`src/rtl/fifo_burst_reader.sv`:
```
// Burst reader: pulls burst_len words from a FIFO into a 2-entry skid buffer.
// Optional even-parity output DPAR is built when RDR_PARITY_EN is defined.
module fifo_burst_reader #(
  parameter int data_width = 9,
  parameter int burst_len  = 16
) (
  input  logic                  R_CLK,
  input  logic                  RRST,
  input  logic                  START,
  input  logic                  EMPTY,
  input  logic [data_width-1:0] O_DATA,
  output logic                  R_EN,
  output logic [data_width-1:0] DOUT,
  output logic                  DVALID,
  input  logic                  DREADY,
  output logic                  BUSY,
`ifdef RDR_PARITY_EN
  output logic                  DONE,
  output logic                  DPAR
`else
  output logic                  DONE
`endif
);

  localparam int CW = $clog2(burst_len + 1);
  localparam logic [CW-1:0] BL = CW'(burst_len);
  localparam logic [CW-1:0] BLM1 = CW'(burst_len - 1);

  typedef enum logic [1:0] {
    IDLE, READ, FLUSH, FINISH
  } state_t;

  state_t state_q, state_d;
  logic [CW-1:0] iss_q, iss_d;
  logic [CW-1:0] xfr_q, xfr_d;
  logic pend_q, pend_d;
  logic [1:0] cnt_q, cnt_d;
  logic [data_width-1:0] buf0_q, buf0_d;
  logic [data_width-1:0] buf1_q, buf1_d;
  logic dvalid_q, dvalid_d;
  logic busy_q, busy_d;
  logic done_q, done_d;
  logic pop;
  logic [1:0] left;
`ifdef RDR_PARITY_EN
  logic dpar_q, dpar_d;
`endif

  always_comb begin
    pop = dvalid_q && DREADY;
    // Occupancy after this edge; lets a pop free a slot in the same cycle.
    left = cnt_q - 2'(pop) + 2'(pend_q);
    R_EN = (state_q == READ) && !EMPTY && (left < 2'd2) && (iss_q < BL);

    state_d = state_q;
    iss_d   = iss_q;
    xfr_d   = xfr_q;
    pend_d  = R_EN;
    cnt_d   = cnt_q;
    buf0_d  = buf0_q;
    buf1_d  = buf1_q;

    case (cnt_q)
      2'd0: begin
        if (pend_q) begin
          buf0_d = O_DATA;
          cnt_d  = 2'd1;
        end
      end
      2'd1: begin
        if (pop && pend_q) begin
          buf0_d = O_DATA;
        end else if (pop) begin
          cnt_d = 2'd0;
        end else if (pend_q) begin
          buf1_d = O_DATA;
          cnt_d  = 2'd2;
        end
      end
      default: begin
        if (pop) begin
          buf0_d = buf1_q;
          if (pend_q) buf1_d = O_DATA;
          else cnt_d = 2'd1;
        end
      end
    endcase

    if (R_EN) iss_d = iss_q + 1'b1;
    if (pop && xfr_q < BL) xfr_d = xfr_q + 1'b1;

    unique case (state_q)
      IDLE: begin
        if (START) begin
          state_d = READ;
          iss_d   = '0;
          xfr_d   = '0;
        end
      end
      READ: begin
        if (iss_q == BL) state_d = FLUSH;
      end
      FLUSH: begin
        if (pop && xfr_q == BLM1) state_d = FINISH;
      end
      FINISH: state_d = IDLE;
    endcase

    dvalid_d = (cnt_d != 2'd0);
    busy_d   = (state_d == READ) || (state_d == FLUSH);
    done_d   = (state_d == FINISH);
`ifdef RDR_PARITY_EN
    dpar_d   = ^buf0_d;
`endif
  end

  always_ff @(posedge R_CLK or posedge RRST) begin
    if (RRST) begin
      state_q  <= IDLE;
      iss_q    <= '0;
      xfr_q    <= '0;
      pend_q   <= 1'b0;
      cnt_q    <= 2'd0;
      buf0_q   <= '0;
      buf1_q   <= '0;
      dvalid_q <= 1'b0;
      busy_q   <= 1'b0;
      done_q   <= 1'b0;
`ifdef RDR_PARITY_EN
      dpar_q   <= 1'b0;
`endif
    end else begin
      state_q  <= state_d;
      iss_q    <= iss_d;
      xfr_q    <= xfr_d;
      pend_q   <= pend_d;
      cnt_q    <= cnt_d;
      buf0_q   <= buf0_d;
      buf1_q   <= buf1_d;
      dvalid_q <= dvalid_d;
      busy_q   <= busy_d;
      done_q   <= done_d;
`ifdef RDR_PARITY_EN
      dpar_q   <= dpar_d;
`endif
    end
  end

  assign DOUT   = buf0_q;
  assign DVALID = dvalid_q;
  assign BUSY   = busy_q;
  assign DONE   = done_q;
`ifdef RDR_PARITY_EN
  assign DPAR   = dpar_q;
`endif

endmodule

```
`config.mk`:
```
export PLATFORM = sky130hd
export DESIGN_NAME = fifo_burst_reader
export DESIGN_NICKNAME = d
export VERILOG_FILES = /design/src/rtl/fifo_burst_reader.sv
export SDC_FILE = /design/constraint.sdc
export NUM_CORES = 1
export LEC_CHECK = 0
export BUFFER_PORTS_ARGS = -buffer_cell sky130_fd_sc_hd__buf_2
export CAP_MARGIN = 25
export CORE_MARGIN = 2
export CORE_UTILIZATION = 50
export CTS_CLUSTER_SIZE = 14
export DETAILED_ROUTE_END_ITERATION = 7
export GPL_TIMING_DRIVEN = 1
export PLACE_DENSITY_LB_ADDON = 0.25
export SKIP_CTS_REPAIR_TIMING = 1
export SLEW_MARGIN = 10
export SYNTH_ARGS = -nofsm -noshare
export SYNTH_HDL_FRONTEND = slang
export SYNTH_SLANG_ARGS = --single-unit
```
`constraint.sdc`:
```
create_clock -name R_CLK -period 1.7 [get_ports R_CLK]
set_clock_uncertainty 0.15 [all_clocks]
set_input_delay 0.34 -clock R_CLK [delete_from_list [all_inputs] [get_ports R_CLK]]
set_output_delay 0.34 -clock R_CLK [all_outputs]
set_load 0.02 [all_outputs]
```
==> impl_metrics.ini, run 1 <==
[finish]
ff_latch_area_um2 = 902.1
multiInputGateArea_um2 = 958.4
final_design_area_no_fill_mm2 = 0.002362
final_layout_size_suffix_gt1_frac = 0.4605
filler_cell_count = 242
num_antenna_cells = 0
syn_to_final_growth_pct = 38.32
nNetsFinal = 234

[global_route]
grt_util_all_layers = 0.1988
number_of_antenna_violations_at_the_first_check_in_global_routing = 0
number_of_global_route_vias_before_repair = 1365
grt_max_degree = 37
grt-busiest-layer = met2
grt_first_pass_wirelength_um = 6003
grt_util_met3 = 0.05045
grt.met2_usage = 0.3132
groute.layer.met1.usage = 0.2578
grt.overflow.total = 0

[outcome]
violations = setup timing
run_status = finished, violations left

[synth]
netlist-cell-type-count = 33
synth.yosys.warnings = 0
synth.net_count = 176
synth-main-ff-cell = sky130_fd_sc_hd__dfrtp_1
fraction_of_the_mapped_netlist_area_in_compound_gates = 0.07766
synth_top_family_by_area = multiplexers
synth_enable_flop_cells = 0
synth_seq_cells = 36
netlist_instances = 156
yosys.area_share.simple = 0.1509
ys_async_sr_fraction = 1.000
synth_sequential_area_ratio = 0.5275
yosys.area_share.adder = 0.04396
mappedNetlistArea_mm2 = 0.001708
synth.area.mux_share = 0.1582
post_synth_xor_area_fraction = 0.01538
post_synth.cell_area_avg_um2 = 10.95

[clock_tree]
clock_tree.htree_level_count = 2
root_buffer = sky130_fd_sc_hd__clkbuf_4
worstSkewPairLatency_ns = 0.35
clk_path_buf_depth = 2
cts_made_buffers = 5
cts_sinks = 36
cts.clk_slew.worst_paths_ns = 0.10
cts_tree = built

[route]
drt_pass1_iterations = 4
remaining_drc_errors = 0
total_length_of_routed_wires_um = 3803
drtIter0Drc = 41
routed_wl_per_cell_um = 14.57
via_count_normalized_by_instance_count = 5.238
route.antenna.remaining_nets = 0
route.vias.total = 1367

[pwr]
vdd.ir_drop.worst_uv = 869.2
total_power_mw = 4.436
leakage_nw = 1.126
p_per_area_mw_per_mm2 = 1878

[worst_setup_path]
cp_num_buf_inv = 2
crit-reg2reg-launch = iss_q[4]
timing.critical_path.cells = or4b_4, nor2_4, mux2i_4, inv_2, buf_6
critPathMaxStageDelay_ns = 0.59
startpoint = iss_q[4]
cp.arrival_ns = 1.72
critPathMaxFanout = 3
worstSetupEndpointType = primary output
path_class = reg2out
cp-start-kind = register
critical_path.top_delay_family = simple AND/OR/NAND/NOR gates
critical_path_required_ns = 1.21
cp_max_stage_cell = sky130_fd_sc_hd__or4b_4

[timing]
final_max_slew_viol_count = 0
timing.slew.headroom = 0.7004
final_critical_path_setup_slack_ns = -0.5097
period_minus_slack_ns = 2.210
hold_viol = 0
timing_worst_slew_pin_value_ns = 0.4493
fmaxAchievable_mhz = 452.6
report.final.setup_viol = 6
rsz0062_at_grt = yes
final.hold.worst_slack_ns = 0.08553
final.period_utilization = 1.300

[job]
max_cap_viol_count = 0

[die]
floorplan.core_area_mm2 = 0.003311
die_area_mm2 = 0.003899
row_count = 21
io-pin-count = 27
floorplan.die.width_um = 62.45
initial_utilization = 0.5159
chipHeight_um = 62.45

[place]
placed_cell_area_mm2 = 0.002128
pre_cts_ws_ns = -0.4077
post-dp-hpwl_um = 2459
io_buffer_count = 26
gpl.final_weighted_congestion = 0.7520

[min_path]
min_path_type = in2reg
hold_path_startpoint = O_DATA[3]
kinds of logic (layout without fill, tap and decap cells):
family	after synthesis	count (layout)
AO/OA/AOI/OAI	22	23
adder cells (fa/ha/maj)	6	6
buffers and inverters	11	68
AND/OR/NAND/NOR	53	54
multiplexers	25	25
XOR/XNOR	3	3
flip-flops	36	36
area by class of cell:
class / count / share of cell area
clock inverters: 2 / 0.01483
multi-input cells: 111 / 0.4057
flip-flops and latches: 36 / 0.3819
clock buffers: 6 / 0.01748
well taps: 46 / 0.02436
repair buffers: 53 / 0.1446
inverters: 7 / 0.01112
cells in the final DEF, fill, tap and decap left out, types with 4 or more instances in the layout:
master / n
sky130_fd_sc_hd__nor2_1: 9
sky130_fd_sc_hd__dfrtp_1: 35
sky130_fd_sc_hd__mux2i_1: 14
sky130_fd_sc_hd__nand3_1: 4
sky130_fd_sc_hd__buf_2: 25
sky130_fd_sc_hd__inv_1: 5
sky130_fd_sc_hd__o21ai_0: 11
sky130_fd_sc_hd__buf_4: 26
sky130_fd_sc_hd__clkbuf_4: 5
sky130_fd_sc_hd__mux2_2: 9
sky130_fd_sc_hd__nand2_1: 20
registers in the layout (all words and copies together) (netlist names):
register  cells
state_q       2
xfr_q         5
iss_q         5
DOUT          9
pend_q        1
DVALID        1
BUSY          1
cnt_q         2
DONE          1
buf1_q        9
power breakdown:
part	leakage, nW	switching (mW)	internal (mW)
clock network	0.0422	0.288	0.308
logic	0.644	1.19	1.14
registers	0.440	0.257	1.25
total	1.13	1.74	2.70
Yosys cell counts, types with 2 or more instances:
| master | number | area share |
|---|---|---|
| sky130_fd_sc_hd__dfrtp_1 | 36 | 0.53 |
| sky130_fd_sc_hd__nand2_1 | 22 | 0.048 |
| sky130_fd_sc_hd__mux2i_1 | 14 | 0.082 |
| sky130_fd_sc_hd__o21ai_0 | 13 | 0.038 |
| sky130_fd_sc_hd__nor2_1 | 12 | 0.026 |
| sky130_fd_sc_hd__mux2_2 | 9 | 0.059 |
| sky130_fd_sc_hd__inv_1 | 7 | 0.015 |
| sky130_fd_sc_hd__ha_1 | 6 | 0.044 |
| sky130_fd_sc_hd__nand3_1 | 5 | 0.015 |
| sky130_fd_sc_hd__buf_2 | 3 | 0.0088 |
| sky130_fd_sc_hd__a21oi_1 | 2 | 0.0059 |
| sky130_fd_sc_hd__nand3b_1 | 2 | 0.0088 |
| sky130_fd_sc_hd__nor3b_1 | 2 | 0.0088 |
| sky130_fd_sc_hd__nor4_1 | 2 | 0.0073 |
| sky130_fd_sc_hd__o22ai_1 | 2 | 0.0073 |
| sky130_fd_sc_hd__xor2_1 | 2 | 0.010 |
final timing paths:
| path | end | slack (ns) | depth (start not counted) |
|---|---|---|---|
| max | R_EN | -0.51 | 5 |
| min in group asynchronous | buf1_q[1] | 0.46 | 4 |
| max in group asynchronous | DVALID | 0.59 | 4 |
| max reg2reg | iss_q[3] | -0.19 | 5 |
| min reg2reg | DOUT[3] | 0.35 | 2 |
| min | buf1_q[3] | 0.09 | 2 |
per-stage QoR:
stage          std cells  setup TNS (ns)    util
4_1_cts              256          -2.824  0.6659
3_5_place_dp         248          -2.730  0.6429
6_report             261         -0.9366  0.7135
2_1_floorplan        156         -0.2923       -
3_3_place_gp         248          -2.160  0.6429
5_1_grt              261          -1.316  0.7135
routing by layer:
metal  share of wire  wire [um]
met1            0.43       1618
met2            0.51       1941
met4           0.029        109
met3           0.035        132
met5               0          0
(Power assumes the default switching activity.)
==> run 2, diff against run 1 <==
--- a/config.mk
+++ b/config.mk
@@ -5,8 +5,8 @@
 export SDC_FILE = /design/constraint.sdc
 export NUM_CORES = 1
 export LEC_CHECK = 0
+export ABC_AREA = 1
 export BUFFER_PORTS_ARGS = -buffer_cell sky130_fd_sc_hd__buf_2
-export CAP_MARGIN = 25
 export CORE_MARGIN = 2
 export CORE_UTILIZATION = 50
 export CTS_CLUSTER_SIZE = 14
==> run 2 against run 1 <==
  * The run still ends with setup timing left
  * Die area increased by 4.7%
  * Worst hold slack improved by 0.0065 ns
  * Final cell count up 13%
  * Total power grew 9.1%
  * Register-to-register slack improved by 0.15 ns
  * Global-route usage shrank 3.1 points
  * Critical path type unchanged
==> impl_metrics.ini, run 2 <==
[synth]
netlist_instances = 199
mappedNetlistArea_mm2 = 0.001794
netlist-cell-type-count = 29
yosysMostFrequentCell = sky130_fd_sc_hd__nand2_1
synth.area.top_cells = sky130_fd_sc_hd__dfrtp_1 50%, sky130_fd_sc_hd__nand2_1 8.4%, sky130_fd_sc_hd__inv_1 4.8%
synth_sequential_area_ratio = 0.5021
synth.net_count = 219
share_of_the_synthesized_area_in_the_top_cell_type = 0.5021
ys_async_sr_fraction = 1.000
synth_commonest_cells = 40 x sky130_fd_sc_hd__nand2_1, 36 x sky130_fd_sc_hd__dfrtp_1, 23 x sky130_fd_sc_hd__inv_1, 22 x sky130_fd_sc_hd__nor2_1, 12 x sky130_fd_sc_hd__o21ai_0
synth.yosys.warnings = 0
synth_enable_flop_cells = 0
post_synth.cell_area_avg_um2 = 9.016
synth_seq_cells = 36
synth-main-ff-cell = sky130_fd_sc_hd__dfrtp_1
yosysTopAreaCell = sky130_fd_sc_hd__dfrtp_1

[timing]
final.hold.worst_slack_ns = 0.09205
period_minus_slack_ns = 1.888
final_critical_path_setup_slack_ns = -0.1876
rsz0062_at_grt = yes
report.final.setup_viol = 12
hold_viol = 0
timing.slew.headroom = 0.6954
final_max_slew_viol_count = 0
timing_worst_slew_pin_value_ns = 0.4568
fmaxAchievable_mhz = 529.8
final.period_utilization = 1.110

[die]
initial_utilization = 0.5293
row_count = 21
floorplan.die.width_um = 63.91
io-pin-count = 27
die_area_mm2 = 0.004084
chipHeight_um = 63.91
floorplan.core_area_mm2 = 0.003390

[global_route]
number_of_global_route_vias_before_repair = 1255
grt.overflow.total = 0
grt_first_pass_wirelength_um = 5306
number_of_antenna_violations_at_the_first_check_in_global_routing = 0
grt_max_degree = 37
grt_util_all_layers = 0.1682

[route]
remaining_drc_errors = 0
drtIter0Drc = 82
route.vias.total = 1511
drt_pass1_iterations = 4
total_length_of_routed_wires_um = 3827
via_count_normalized_by_instance_count = 5.105
route.antenna.remaining_nets = 0
routed_wl_per_cell_um = 12.93

[worst_setup_path]
cp.arrival_ns = 1.40
crit-reg2reg-launch = cnt_q[1]
reg2regPathDepth = 6
startpoint = cnt_q[0]
cp-start-kind = register
worstSetupEndpointType = primary output
worst-r2r-setup-slack_ns = -0.04
critical_path.reg2reg.endpoint = buf1_q[2]
critical_path_required_ns = 1.21
critPathMaxFanout = 4
critical_path.endpoint = R_EN
path_class = reg2out

[clock_tree]
clock_tree.htree_level_count = 2
cts.clk_slew.worst_paths_ns = 0.11
clk_path_buf_depth = 2
root_buffer = sky130_fd_sc_hd__clkbuf_4
cts_sinks = 36
cts_tree = built
cts_made_buffers = 5
worstSkewPairLatency_ns = 0.34

[finish]
filler_cell_count = 261
layout.cells.most_common_list = 35 x sky130_fd_sc_hd__dfrtp_1, 35 x sky130_fd_sc_hd__nand2_1, 25 x sky130_fd_sc_hd__buf_2
final_layout_size_suffix_gt1_frac = 0.3880
multiInputGateArea_um2 = 892.1
syn_to_final_growth_pct = 32.29
num_antenna_cells = 0
nNetsFinal = 269
utilization = 0.7003
ff_latch_area_um2 = 902.1

[pwr]
p_per_area_mw_per_mm2 = 2039
vdd.ir_drop.worst_uv = 1284
total_power_mw = 4.840
leakage_nw = 1.123

[outcome]
run_status = finished, violations left
violations = setup timing

[place]
post-dp-hpwl_um = 2102
io_buffer_count = 26
gpl.final_weighted_congestion = 0.7862
pre_cts_ws_ns = 0.01557

[job]
max_cap_viol_count = 0

[min_path]
whs_path_depth = 3
min_path_type = in2reg
[run 2: cell types whose count changed in the layout (fill, tap and decap cells not counted), moves of 5 or more]
cell | previous run | this run
sky130_fd_sc_hd__mux2_2 | 9 | 0
sky130_fd_sc_hd__nand2_1 | 20 | 35
sky130_fd_sc_hd__nor2_1 | 9 | 17
sky130_fd_sc_hd__buf_4 | 26 | 14
sky130_fd_sc_hd__mux2i_1 | 14 | 0
sky130_fd_sc_hd__nor2_2 | 1 | 6
sky130_fd_sc_hd__inv_2 | 2 | 8
sky130_fd_sc_hd__a21oi_2 | 1 | 9
sky130_fd_sc_hd__inv_1 | 5 | 18
sky130_fd_sc_hd__o21a_1 | 0 | 9
sky130_fd_sc_hd__o21ai_1 | 0 | 10
[run 2: routing by layer]
layer  part of all wire  up-vias  GRT usage
met5                  0        -          0
met4              0.014        0    0.07337
met3              0.041        6    0.04754
met2               0.47       38     0.2526
met1               0.47      712     0.2271
li1                   -      755          -
[run 2: how the worst min path moves through the flow]
stage | to | slack (ns) | start
floorplan | iss_q[0] | 0.29 | iss_q[0]
global placement | iss_q[0] | 0.31 | iss_q[0]
detailed placement | iss_q[0] | 0.32 | RRST
CTS | DOUT[8] | -0.07 | RRST
global route | buf1_q[7] | 0.09 | O_DATA[7]
finish | buf1_q[7] | 0.09 | O_DATA[7]
[run 2: cell type report]
type                            instances  area share
Sequential cell                        36      0.3801
Multi-Input combinational cell        134      0.3759
Timing Repair Buffer                   46      0.1465
Inverter                               26     0.04112
Tap cell                               46     0.02425
Clock buffer                            6     0.01740
Clock inverter                          2     0.01476
[run 2: worst max-delay path, cell delays in order (launching register included)]
cell and delay, ns:
sky130_fd_sc_hd__dfrtp_2 0.46, sky130_fd_sc_hd__nor2_2 0.14, sky130_fd_sc_hd__nand2_2 0.08, sky130_fd_sc_hd__nand3_2 0.10
sky130_fd_sc_hd__nand3_2 0.09, sky130_fd_sc_hd__inv_2 0.08, sky130_fd_sc_hd__buf_6 0.11
[run 2: power breakdown]
part | switching, mW | internal [mW]
clock network | 0.279 | 0.308
logic | 1.52 | 1.23
registers | 0.262 | 1.24
total | 2.06 | 2.78
[run 2: cells by family after synthesis]
| logic type | count (synthesis) | synth area share |
|---|---|---|
| XOR/XNOR | 3 | 0.01465 |
| adder cells (fa/ha/maj) | 6 | 0.04184 |
| buffers and inverters | 32 | 0.08368 |
| AND/OR/NAND/NOR | 79 | 0.1897 |
| AO/OA/AOI/OAI | 43 | 0.1681 |
| flip-flops | 36 | 0.5021 |
[run 2: stage by stage]
step | instance area [um2] | setup TNS (ns) | cells
2_1_floorplan | 1794 | 0 | 199
3_3_place_gp | 2024 | 0 | 276
3_5_place_dp | 2024 | 0 | 276
4_1_cts | 2101 | -0.3600 | 284
5_1_grt | 2374 | -1.357 | 296
6_report | 2374 | -0.4194 | 296
